==> src/rtl/sys_bus_ctrl_pkg.sv <==
// Shared definitions for the compy system bus controller: arbitration modes,
// FSM state codes and sizing helpers.
package sys_bus_ctrl_pkg;

   localparam int MAX_MASTERS     = 8;
   localparam int MAX_READ_LAT    = 4;
   localparam int MAX_WAIT_STATES = 15;

   localparam logic ARB_FIXED = 1'b0;
   localparam logic ARB_RR    = 1'b1;

   typedef enum logic [1:0] {
      BUS_IDLE   = 2'd0,
      BUS_ACCESS = 2'd1,
      BUS_WAIT   = 2'd2
   } bus_state_t;

   // Index width that stays legal for a single master.
   function automatic int idx_w(input int n);
      return (n > 1) ? $clog2(n) : 1;
   endfunction

   localparam int CNT_W = $clog2(MAX_READ_LAT + MAX_WAIT_STATES + 1);

endpackage

==> src/rtl/bus_rr_arbiter.sv <==
// Combinational arbiter: picks one requester from a pending vector, either lowest
// index first or round-robin starting just after the previous grant.
module bus_rr_arbiter
   import sys_bus_ctrl_pkg::*;
#(
   parameter int N  = 2,
   parameter int IW = idx_w(N)
) (
   input  logic [N-1:0]  pend,
   input  logic          mode,
   input  logic [IW-1:0] last,
   output logic [N-1:0]  grant,
   output logic [IW-1:0] grant_idx,
   output logic          grant_vld
);

   logic [IW-1:0] rr_idx;

   always_comb begin
      grant     = '0;
      grant_idx = '0;
      grant_vld = 1'b0;
      rr_idx    = '0;
      case (mode)
         ARB_FIXED: begin
            for (int k = 0; k < N; k++) begin
               if (!grant_vld && pend[IW'(k)]) begin
                  grant_vld = 1'b1;
                  grant_idx = IW'(k);
               end
            end
         end
         default: begin
            // k = N brings the search back to the last winner itself.
            for (int k = 1; k <= N; k++) begin
               rr_idx = IW'((int'(last) + k) % N);
               if (!grant_vld && pend[rr_idx]) begin
                  grant_vld = 1'b1;
                  grant_idx = rr_idx;
               end
            end
         end
      endcase
      if (grant_vld) grant[grant_idx] = 1'b1;
   end

endmodule

==> src/rtl/sys_bus_ctrl.sv <==
// Multi-master bus controller: captures pulse requests into per-master slots and
// serialises them onto one synchronous memory port with configurable latency.
module sys_bus_ctrl
   import sys_bus_ctrl_pkg::*;
#(
   parameter int N_MASTERS    = 2,
   parameter int ADDR_W       = 16,
   parameter int DATA_W       = 8,
   parameter int READ_LATENCY = 1,
   parameter int WAIT_STATES  = 0,
   parameter int ARB_MODE     = 0
) (
   input  logic                          sys_clk,
   input  logic                          reset_n,
   input  logic [N_MASTERS-1:0]          m_req,
   input  logic [N_MASTERS-1:0]          m_we,
   input  logic [N_MASTERS*ADDR_W-1:0]   m_addr,
   input  logic [N_MASTERS*DATA_W-1:0]   m_wdata,
   output logic [N_MASTERS*DATA_W-1:0]   m_rdata,
   output logic [N_MASTERS-1:0]          m_ready,
   output logic [N_MASTERS-1:0]          m_proto_err,
   output logic                          mem_en,
   output logic                          mem_we,
   output logic [ADDR_W-1:0]             mem_addr,
   output logic [DATA_W-1:0]             mem_wdata,
   input  logic [DATA_W-1:0]             mem_rdata
);

   localparam int IW = idx_w(N_MASTERS);

   if (N_MASTERS < 1 || N_MASTERS > MAX_MASTERS) begin : g_bad_masters
      $error("sys_bus_ctrl: N_MASTERS out of range");
   end

   typedef struct packed {
      logic              we;
      logic [ADDR_W-1:0] addr;
      logic [DATA_W-1:0] wdata;
   } slot_t;

   slot_t      [N_MASTERS-1:0]             slot;
   slot_t                                  nxt_slot;
   logic       [N_MASTERS-1:0][ADDR_W-1:0] addr_a;
   logic       [N_MASTERS-1:0][DATA_W-1:0] wdata_a;
   logic       [N_MASTERS-1:0][DATA_W-1:0] rdata_q;

   bus_state_t             state;
   logic [IW-1:0]          cur;
   logic [IW-1:0]          rr_ptr;
   logic [CNT_W-1:0]       cnt;
   logic [CNT_W-1:0]       access_cnt;
   logic [N_MASTERS-1:0]   pending;
   logic [N_MASTERS-1:0]   cap;
   logic [N_MASTERS-1:0]   err;
   logic [N_MASTERS-1:0]   cur_oh;
   logic [N_MASTERS-1:0]   done_oh;
   logic [N_MASTERS-1:0]   cand;
   logic [N_MASTERS-1:0]   gnt;
   logic [IW-1:0]          gnt_idx;
   logic                   gnt_vld;
   logic                   done;

   assign addr_a  = m_addr;
   assign wdata_a = m_wdata;
   assign m_rdata = rdata_q;

   always_comb begin
      cap         = m_req & m_ready;
      err         = m_req & ~m_ready;
      cur_oh      = '0;
      cur_oh[cur] = 1'b1;
      access_cnt  = slot[cur].we ? CNT_W'(WAIT_STATES)
                                 : CNT_W'(READ_LATENCY + WAIT_STATES);
      done        = ((state == BUS_ACCESS) && (access_cnt == '0)) ||
                    ((state == BUS_WAIT) && (cnt == CNT_W'(1)));
      done_oh     = done ? cur_oh : '0;
      // A master captured this edge competes alongside those already waiting.
      cand        = (pending & ~done_oh) | cap;
   end

   bus_rr_arbiter #(
      .N  (N_MASTERS),
      .IW (IW)
   ) u_arb (
      .pend      (cand),
      .mode      ((ARB_MODE != 0) ? ARB_RR : ARB_FIXED),
      .last      (rr_ptr),
      .grant     (gnt),
      .grant_idx (gnt_idx),
      .grant_vld (gnt_vld)
   );

   // A freshly captured winner has not reached its slot yet; take it from the ports.
   always_comb begin
      if (|(cap & gnt))
         nxt_slot = '{we: m_we[gnt_idx], addr: addr_a[gnt_idx], wdata: wdata_a[gnt_idx]};
      else
         nxt_slot = slot[gnt_idx];
   end

   always_ff @(posedge sys_clk or negedge reset_n) begin
      if (!reset_n) begin
         state       <= BUS_IDLE;
         cur         <= '0;
         rr_ptr      <= '0;
         cnt         <= '0;
         pending     <= '0;
         slot        <= '0;
         rdata_q     <= '0;
         m_ready     <= '1;
         m_proto_err <= '0;
         mem_en      <= 1'b0;
         mem_we      <= 1'b0;
         mem_addr    <= '0;
         mem_wdata   <= '0;
      end else begin
         mem_en      <= 1'b0;
         mem_we      <= 1'b0;
         m_proto_err <= m_proto_err | err;
         pending     <= (pending | cap) & ~done_oh;
         m_ready     <= (m_ready & ~cap) | done_oh;

         for (int i = 0; i < N_MASTERS; i++) begin
            if (cap[i]) slot[i] <= '{we: m_we[i], addr: addr_a[i], wdata: wdata_a[i]};
         end

         if (done && !slot[cur].we) rdata_q[cur] <= mem_rdata;

         case (state)
            BUS_ACCESS: begin
               if (access_cnt != '0) begin
                  state <= BUS_WAIT;
                  cnt   <= access_cnt;
               end
            end
            BUS_WAIT: begin
               if (!done) cnt <= cnt - CNT_W'(1);
            end
            default: ;
         endcase

         // Next grant launches on the completion edge itself, so no idle bubble.
         if (state == BUS_IDLE || done) begin
            if (gnt_vld) begin
               state     <= BUS_ACCESS;
               cur       <= gnt_idx;
               rr_ptr    <= gnt_idx;
               mem_en    <= 1'b1;
               mem_we    <= nxt_slot.we;
               mem_addr  <= nxt_slot.addr;
               mem_wdata <= nxt_slot.wdata;
            end else begin
               state <= BUS_IDLE;
            end
         end
      end
   end

endmodule

==> config.mk <==
export PLATFORM = sky130hd
export DESIGN_NAME = sys_bus_ctrl
export DESIGN_NICKNAME = d
export VERILOG_FILES = /design/src/rtl/sys_bus_ctrl_pkg.sv /design/src/rtl/bus_rr_arbiter.sv /design/src/rtl/sys_bus_ctrl.sv
export SDC_FILE = /design/constraint.sdc
export NUM_CORES = 1
export LEC_CHECK = 0
export CORE_MARGIN = 2
export CORE_UTILIZATION = 49
export DETAILED_ROUTE_END_ITERATION = 10
export PLACE_DENSITY = 0.85
export SYNTH_ARGS = -nofsm -noshare
export SYNTH_HDL_FRONTEND = slang
export SYNTH_SLANG_ARGS = --single-unit
==> constraint.sdc <==
create_clock -name sys_clk -period 3.2 [get_ports sys_clk]
set_input_delay 0.32 -clock sys_clk [delete_from_list [all_inputs] [get_ports sys_clk]]
set_output_delay 0.32 -clock sys_clk [all_outputs]
set_load 0.05 [all_outputs]
# Yosys cells after proc, flatten, opt, wreduce, memory -nomap -nowiden
# Cells that the tools add are included.
# W data, S select, Z words.
[classes]
add_sub_neg = 1
n_eq_ne = 5
muxes = 15
n_bitwise = 13
reduce_logical = 16
[op_table]
columns = ["cell", "n"]
rows = [
  ["$mux W25", 1],
  ["$mux W5", 2],
  ["$pmux W5 S2", 1],
  ["$and A2 B2 Y2", 4],
  ["$mux W1", 8],
  ["$mux W2", 3],
  ["$reduce_bool A2 Y1", 3],
  ["$eq A5 B1 Y1 const B", 1],
  ["$logic_not A5 Y1", 1],
  ["$reduce_bool A5 Y1", 1],
  ["$sub A5 B1 Y5 const B", 1],
  ["$not A2 Y2", 2],
  ["$or A2 B2 Y2", 2],
  ["$reduce_and A2 Y1", 2],
  ["$logic_and A1 B1 Y1", 3],
  ["$reduce_and A3 Y1", 1],
  ["$and A2 B1 Y2", 1],
  ["$eq A2 B1 Y1 const B", 1],
  ["$eq A2 B2 Y1 const B", 1],
  ["$logic_not A2 Y1", 1],
  ["$logic_or A1 B1 Y1", 2],
  ["$ne A2 B1 Y1 const B", 1],
  ["$ne A2 B2 Y1 const B", 1],
  ["$not A1 Y2", 1],
  ["5 further kinds", 5],
]
[word_totals]
regBits = 72
out_inout_bits = 46
word_cells = 63

# Longest topological paths before layout
# Gate-level depths: netlist of run 1.
[logic_depth]
ltp_word = 15
ltp_mapped = 7
depth_no_buf = 5

# By module
# From an unflattened synthesis of run 1, not the netlist that was laid out.
[unflattened]
hier_cells = 298
hier_area_um2 = 4809.6
[by_module_without_submodules]
columns = ["mod", "instances", "cells_per_inst", "area_each_um2"]
rows = [
  ["sys_bus_ctrl", 1, 293, 4779.6],
  ["bus_rr_arbiter", 1, 5, 30.0],
]

# Least setup slack after synthesis of run 1
# Ideal clock, no wire load.
[synth_path]
path_kind = "register to register"
from = "reg cnt[1]"
to = "reg rdata_q (netlist bit m_rdata[0])"
setup_time_ps = 125
arrival_time_ps = 1978
required_ps = 3075
path_slack_ps = 1097
path_stages_with_launch = 8
path_buffers = 2
path_cell_list = "dfrtp_1 > inv_1 > ha_1 > or4b_4 > buf_6 > or3_4 > buf_6 > mux2_4"
[synth_between]
elab_chain_len = 4
[synth_rtl]
columns = ["element", "line", "rtl"]
rows = [
  ["from (decl)", "sys_bus_ctrl.sv:50", "logic [CNT_W-1:0] cnt;"],
  ["from (signal assigned)", "sys_bus_ctrl.sv:133", "cnt <= access_cnt;"],
  ["from (signal assigned)", "sys_bus_ctrl.sv:137", "if (!done) cnt <= cnt - CNT_W'(1);"],
  ["$eq A5 B1 Y1", "sys_bus_ctrl.sv:75", "((state == BUS_WAIT) && (cnt == CNT_W'(1)));"],
  ["$logic_and A1 B1 Y1", "sys_bus_ctrl.sv:75", ""],
  ["$logic_or A1 B1 Y1", "sys_bus_ctrl.sv:74", "done = ((state == BUS_ACCESS) && (access_cnt == '0)) ||"],
  ["$logic_and A1 B1 Y1", "sys_bus_ctrl.sv:127", "if (done && !slot[cur].we) rdata_q[cur] <= mem_rdata;"],
  ["to (signal, indexed assignment)", "sys_bus_ctrl.sv:127", ""],
  ["to (decl)", "sys_bus_ctrl.sv:45", "logic [N_MASTERS-1:0][DATA_W-1:0] rdata_q;"],
]
# Every way passes these cells.
# A chain may end at the register's enable or synchronous reset.

# Worst setup path after layout of run 1
[layout_path]
from = "reg cnt[1]"
to = "reg rdata_q (netlist bit m_rdata[5])"
# The elaborated chain is that of the path after synthesis.

==> results of run 1 <==
-- sequential cells by signal (all words and copies together), names as in the netlist --
name	cells
cnt	5
m_proto_err	2
m_rdata	8
m_ready	2
mem_addr	16
mem_en	1
mem_wdata	8
mem_we	1
pending	1
slot	25
state	2
-- synthesized netlist by cell type, types with 2 or more instances --
cell / instances / area (µm²)
buf_6: 2 / 22.52
inv_1: 30 / 112.6
nor3_1: 25 / 125.1
mux2i_1: 2 / 20.02
dfrtp_1: 69 / 1727
a221oi_1: 25 / 219.0
buf_4: 8 / 60.06
nor2_1: 6 / 22.52
nor2b_1: 3 / 18.77
o21ai_0: 30 / 150.1
dfstp_2: 2 / 52.55
mux2_4: 8 / 120.1
ha_1: 2 / 25.02
buf_2: 2 / 10.01
a21o_1: 3 / 22.52
nand2b_1: 3 / 18.77
clkbuf_1: 21 / 78.83
nand2_1: 26 / 97.59
a21oi_1: 29 / 145.1
-- report_power, final --
part | total [mW] | internal, mW | switching, mW
clock | 0.833 | 0.504 | 0.329
combinational | 2.26 | 0.825 | 1.44
sequential | 1.63 | 1.32 | 0.314
total | 4.73 | 2.64 | 2.08
-- metrics by stage --
stage          setup slack [ns]  cell area (µm²)  total power, mW  hold WS [ns]  utilization
2_1_floorplan             1.097             3256            3.136       0.02441            -
3_3_place_gp             0.9720             3999            3.814        0.4397       0.6298
3_5_place_dp             0.9153             3999            3.896        0.4465       0.6298
4_1_cts                  0.9920             4240            4.754        0.1331       0.6678
5_1_grt                  0.9084             4240            4.995        0.1725       0.6678
6_report                 0.9946             4240            4.727       0.09149       0.6678
-- logic make-up (layout without fill, tap and decap cells) --
kind of cell	count (synthesis)	in the layout	share of synthesized area
AO/OA/AOI/OAI	95	95	0.1879
adder cells (fa/ha/maj)	2	2	0.007748
buffers and inverters	64	128	0.08911
flip-flops	71	71	0.5510
multiplexers	10	10	0.04340
other	1	8	0.001161
AND/OR/NAND/NOR	75	75	0.1197
-- per-layer routing --
| layer | part of all wire | global-route usage | wire length, µm |
|---|---|---|---|
| met5 | 0 | 0 | 0 |
| met4 | 0.022 | 0.1082 | 165 |
| met3 | 0.054 | 0.04572 | 417 |
| met2 | 0.51 | 0.3651 | 3904 |
| met1 | 0.42 | 0.2838 | 3188 |
-- final cells by class --
cell class	count	area (µm²)	area share
sequential	71	1779	0.4196
tap	77	96.34	0.02272
timing repair buffer	81	790.8	0.1865
multi-input combinational	190	1216	0.2868
clock buffer	12	165.2	0.03895
inverter	31	116.4	0.02744
clock inverter	4	76.32	0.01800
-- worst paths after layout --
| path | endpoint | cells after the start |
|---|---|---|
| min reg2reg | m_proto_err[0]$_DFF_PN0_ | 1 |
| max reg2reg | m_rdata[5]$_DFFE_PN0P_ | 5 |
| min | mem_addr[11]$_DFFE_PN0P_ | 1 |
| max | m_rdata[5]$_DFFE_PN0P_ | 5 |
| max in group asynchronous | slot[4]$_DFFE_PN0P_ | 1 |
| min in group sys_clk | m_proto_err[0]$_DFF_PN0_ | 1 |
-- worst reg2reg max path: stages (launching register included) --
cell	delay (ns)
dfrtp_1	0.41
inv_1	0.10
ha_1	0.20
or4b_4	0.56
or3_4	0.49
mux2_4	0.33
==> results.yml, run 1 <==
global_route:
  antenna_found_initial: 0
  grt_usage: 0.2231
  grt_pass1_wl_mm: 12.68
  grt_max_degree: 72
  grt.overflow.total: 0
  grt_pass1_vias: 2643
placed_design:
  port_buffers: 74
  placedCellCount: 450
  dp_hpwl_mm: 4.925
  gp_congestion: 0.8559
power:
  p_leak_nw: 1.887
  p_per_area_nw_per_um2: 1115
  max-vdd-ir-drop_uv: 762.2
synthesis:
  synth_area_um2: 3229
  ys.flop_type: "dfrtp_1"
  yosysUniqueCellTypes: 41
  ys_seq_area_frac: 0.5509
  synth_area_per_cell_um2: 10.16
  yosys_warnings: 0
  synth-seq-cells: 71
  async_flop_share: 1.000
  synthCells: 318
  synth-edff-count: 0
timing:
  setup_violations: 0
  tightest_slew_ns: 0.8953
  min_period_ns: 2.205
  report.final.hold_viol_count: 0
  max_freq_ghz: 0.4534
  period_share: 0.6892
  drv_slew: 0
  maxSlewHeadroom: 0.4031
  finalSetupTns_ns: 0
  skew_ns: 0.008314
  rsz0062_at_grt: "no"
worst_setup_path:
  critPathKind: "reg2reg"
  critical_path_buf_inv_count: 1
  cp_slowest_cell: "or4b_4"
  cp-end-kind: "flop"
  crit_fanout: 9
  r2r_slack_ns: 0.99
  r2r_start: "cnt[1]$_DFFE_PN0P_"
  max_stage_delay_ns: 0.56
  timing.critical_path.required_ns: 3.42
  cp-start-kind: "flop"
  critPathArrivalTime_ns: 2.43
  crit_family: "simple AND/OR/NAND/NOR gates"
  startpoint: "cnt[1]$_DFFE_PN0P_"
  cp_cell_sequence: "inv_1, ha_1, or4b_4, or3_4, mux2_4"
die:
  die_w_um: 85.18
  die_area_um2: 7256
  initial_core_util: 0.5086
  design.core.area_um2: 6350
  die_height_um: 85.18
  io_pins: 108
  rows: 29
cts:
  htreeDepth: 3
  cts_tree: "yes"
  cts_sinks: 71
  clockBufferDepth: 2
  clkSlewWorstSetupHoldPaths_ns: 0.08
  cts_resized: 0
  hold_buffers: 0
  insertion_delay_ns: 0.34
  postCtsSetupRepairBufs: 0
  cts_root_buf: "clkbuf_8"
  numCtsBuffers: 9
route:
  routed_wirelength_mm: 7.674
  ant_nets: 0
  drt_iter0_drc: 183
  avgViaCountPerCell: 5.678
  num_vias: 2646
  firstDrtPassIters: 4
  drc: 0
  wl_per_cell_um: 16.47
layout:
  final_common_cell: "clkdlybuf4s50_1"
  final_nets: 448
  fin_cells: 466
  n_antenna_cell: 0
  layout_common_cells: "73 x clkdlybuf4s50_1, 69 x dfrtp_1, 30 x inv_1, 30 x o21ai_0, 29 x a21oi_1"
  fillers: 482
  area_delta_synth_final_pct: 31.31
  drive_gt1_frac: 0.1028
run_status:
  status: "finished clean"
job:
  max_cap_violations: 0
hold_path:
  hold_path.class: "in2async"
Note: power is estimated with default switching activity, not from simulation.
==> run 2, diff against run 1 <==
Settings changed: CORE_UTILIZATION 49 to 41, PLACE_DENSITY 0.85 to 0.76.
Clock period 3.2 ns to 1.9 ns, I/O delays scaled along.
==> results.yml, run 2 (synthesis gave the netlist of run 1 again) <==
timing:
  skew_ns: 0.01183
  hold_slack_ns: 0.3153
  rsz0062_at_grt: "yes"
  setup_violations: 8
  min_period_ns: 1.921
  report.final.hold_viol_count: 0
  layout_setup_ws_ns: -0.02125
  maxSlewHeadroom: 0.6488
  max_freq_ghz: 0.5205
  finalSetupTns_ns: -0.07517
  drv_slew: 0
  period_share: 1.011
  tightest_slew_ns: 0.5252
worst_setup_path:
  critPathKind: "reg2reg"
  critPathArrivalTime_ns: 2.15
  cp_cell_sequence: "inv_2, ha_4, or4b_4, or3_4, mux2_4"
  crit_family: "simple AND/OR/NAND/NOR gates"
  cp-start-kind: "flop"
  critical_path_buf_inv_count: 1
  crit_fanout: 8
  max_stage_delay_ns: 0.46
  timing.critical_path.required_ns: 2.13
  cp_slowest_cell: "or4b_4"
  cp-end-kind: "flop"
run_status:
  status: "finished, violations left"
  violations: "setup timing"
layout:
  top_register: "slot"
  seqCellArea_um2: 1779
  largestRegisters: "slot x25, mem_addr x16"
  multi_input_area_um2: 1231
  fillers: 652
  finish.utilization: 0.5799
  layout_common_cells: "71 x clkdlybuf4s50_1, 69 x dfrtp_1, 30 x o21ai_0"
  fin_cells: 509
  fin_area_um2: 4458
  area_delta_synth_final_pct: 38.05
  final_common_cell: "clkdlybuf4s50_1"
  n_antenna_cell: 0
  final_nets: 466
  largest_reg_flops: 25
  drive_gt1_frac: 0.1474
job:
  max_cap_violations: 0
placed_design:
  placedCellCount: 491
  dp_hpwl_mm: 5.248
  post_dp_cell_area_um2: 4203
  gp_congestion: 0.8312
  port_buffers: 74
  place_ws_ns: -0.04591
global_route:
  antenna_found_initial: 0
  grt_max_degree: 42
  grt.overflow.total: 0
  grt_pass1_vias: 2649
  grt_usage: 0.1878
  grt_pass1_wl_mm: 12.68
die:
  die_w_um: 92.75
  io_pins: 108
  die_area_um2: 8603
  initial_core_util: 0.4201
  rows: 32
  die_height_um: 92.75
  design.core.area_um2: 7687
cts:
  htreeDepth: 3
  cts_sinks: 71
  cts_root_buf: "clkbuf_8"
  clockBufferDepth: 2
  cts_tree: "yes"
  insertion_delay_ns: 0.35
  clkSlewWorstSetupHoldPaths_ns: 0.08
  numCtsBuffers: 9
power:
  max-vdd-ir-drop_uv: 868.5
  finalPower_mw: 7.965
  p_leak_nw: 1.989
  p_per_area_nw_per_um2: 1787
route:
  drt_iter0_drc: 174
  firstDrtPassIters: 4
  num_vias: 2672
  drc: 0
  ant_nets: 0
  wl_per_cell_um: 15.16
  routed_wirelength_mm: 7.714
  avgViaCountPerCell: 5.250
hold_path:
  hold_path.class: "in2async"
-- run 2: layout make-up --
class	instances	area share
Clock buffer	11	0.03171
Clock inverter	5	0.01319
Inverter	31	0.02610
Multi-Input combinational cell	190	0.2762
Sequential cell	71	0.3991
Tap cell	102	0.02863
Timing Repair Buffer	99	0.2251
-- run 2: power breakdown --
part | leakage [nW] | switching (mW) | total, mW | internal, mW
logic | 1.06 | 2.52 | 4.09 | 1.57
clock network | 0.0955 | 0.560 | 1.20 | 0.642
registers | 0.838 | 0.455 | 2.67 | 2.22
total | 1.99 | 3.54 | 7.96 | 4.42
-- run 2: worst paths after layout --
check                                          from                  endpoint  slack (ns)  cells after the start
max                              cnt[1]$_DFFE_PN0P_    m_rdata[0]$_DFFE_PN0P_       -0.02                      5
min                                         reset_n    m_rdata[6]$_DFFE_PN0P_        0.32                      2
max reg2reg                      cnt[1]$_DFFE_PN0P_    m_rdata[0]$_DFFE_PN0P_       -0.02                      5
min reg2reg                m_proto_err[0]$_DFF_PN0_  m_proto_err[0]$_DFF_PN0_        0.46                      1
max in group asynchronous                   reset_n      m_ready[0]$_DFF_PN1_        0.97                      3
min in group sys_clk                       m_req[1]      m_ready[1]$_DFF_PN1_        0.36                      2
-- run 2: metal layers --
metal / share of wire / GRT usage / vias up
met5: 0 / 0 / -
met4: 0.016 / 0.07108 / 0
met3: 0.053 / 0.04068 / 14
met2: 0.49 / 0.3120 / 85
li1: - / - / 1275
met1: 0.44 / 0.2411 / 1298
-- run 2: what timing repair did --
item	4_1_cts	5_1_grt
pin swaps	1	2
setup endpoints to repair	8	34
setup buffers	1	0
gates resized for setup	3	2
endpoints found under the hold margin	29	0
hold buffers	1	0
cloned	0	1
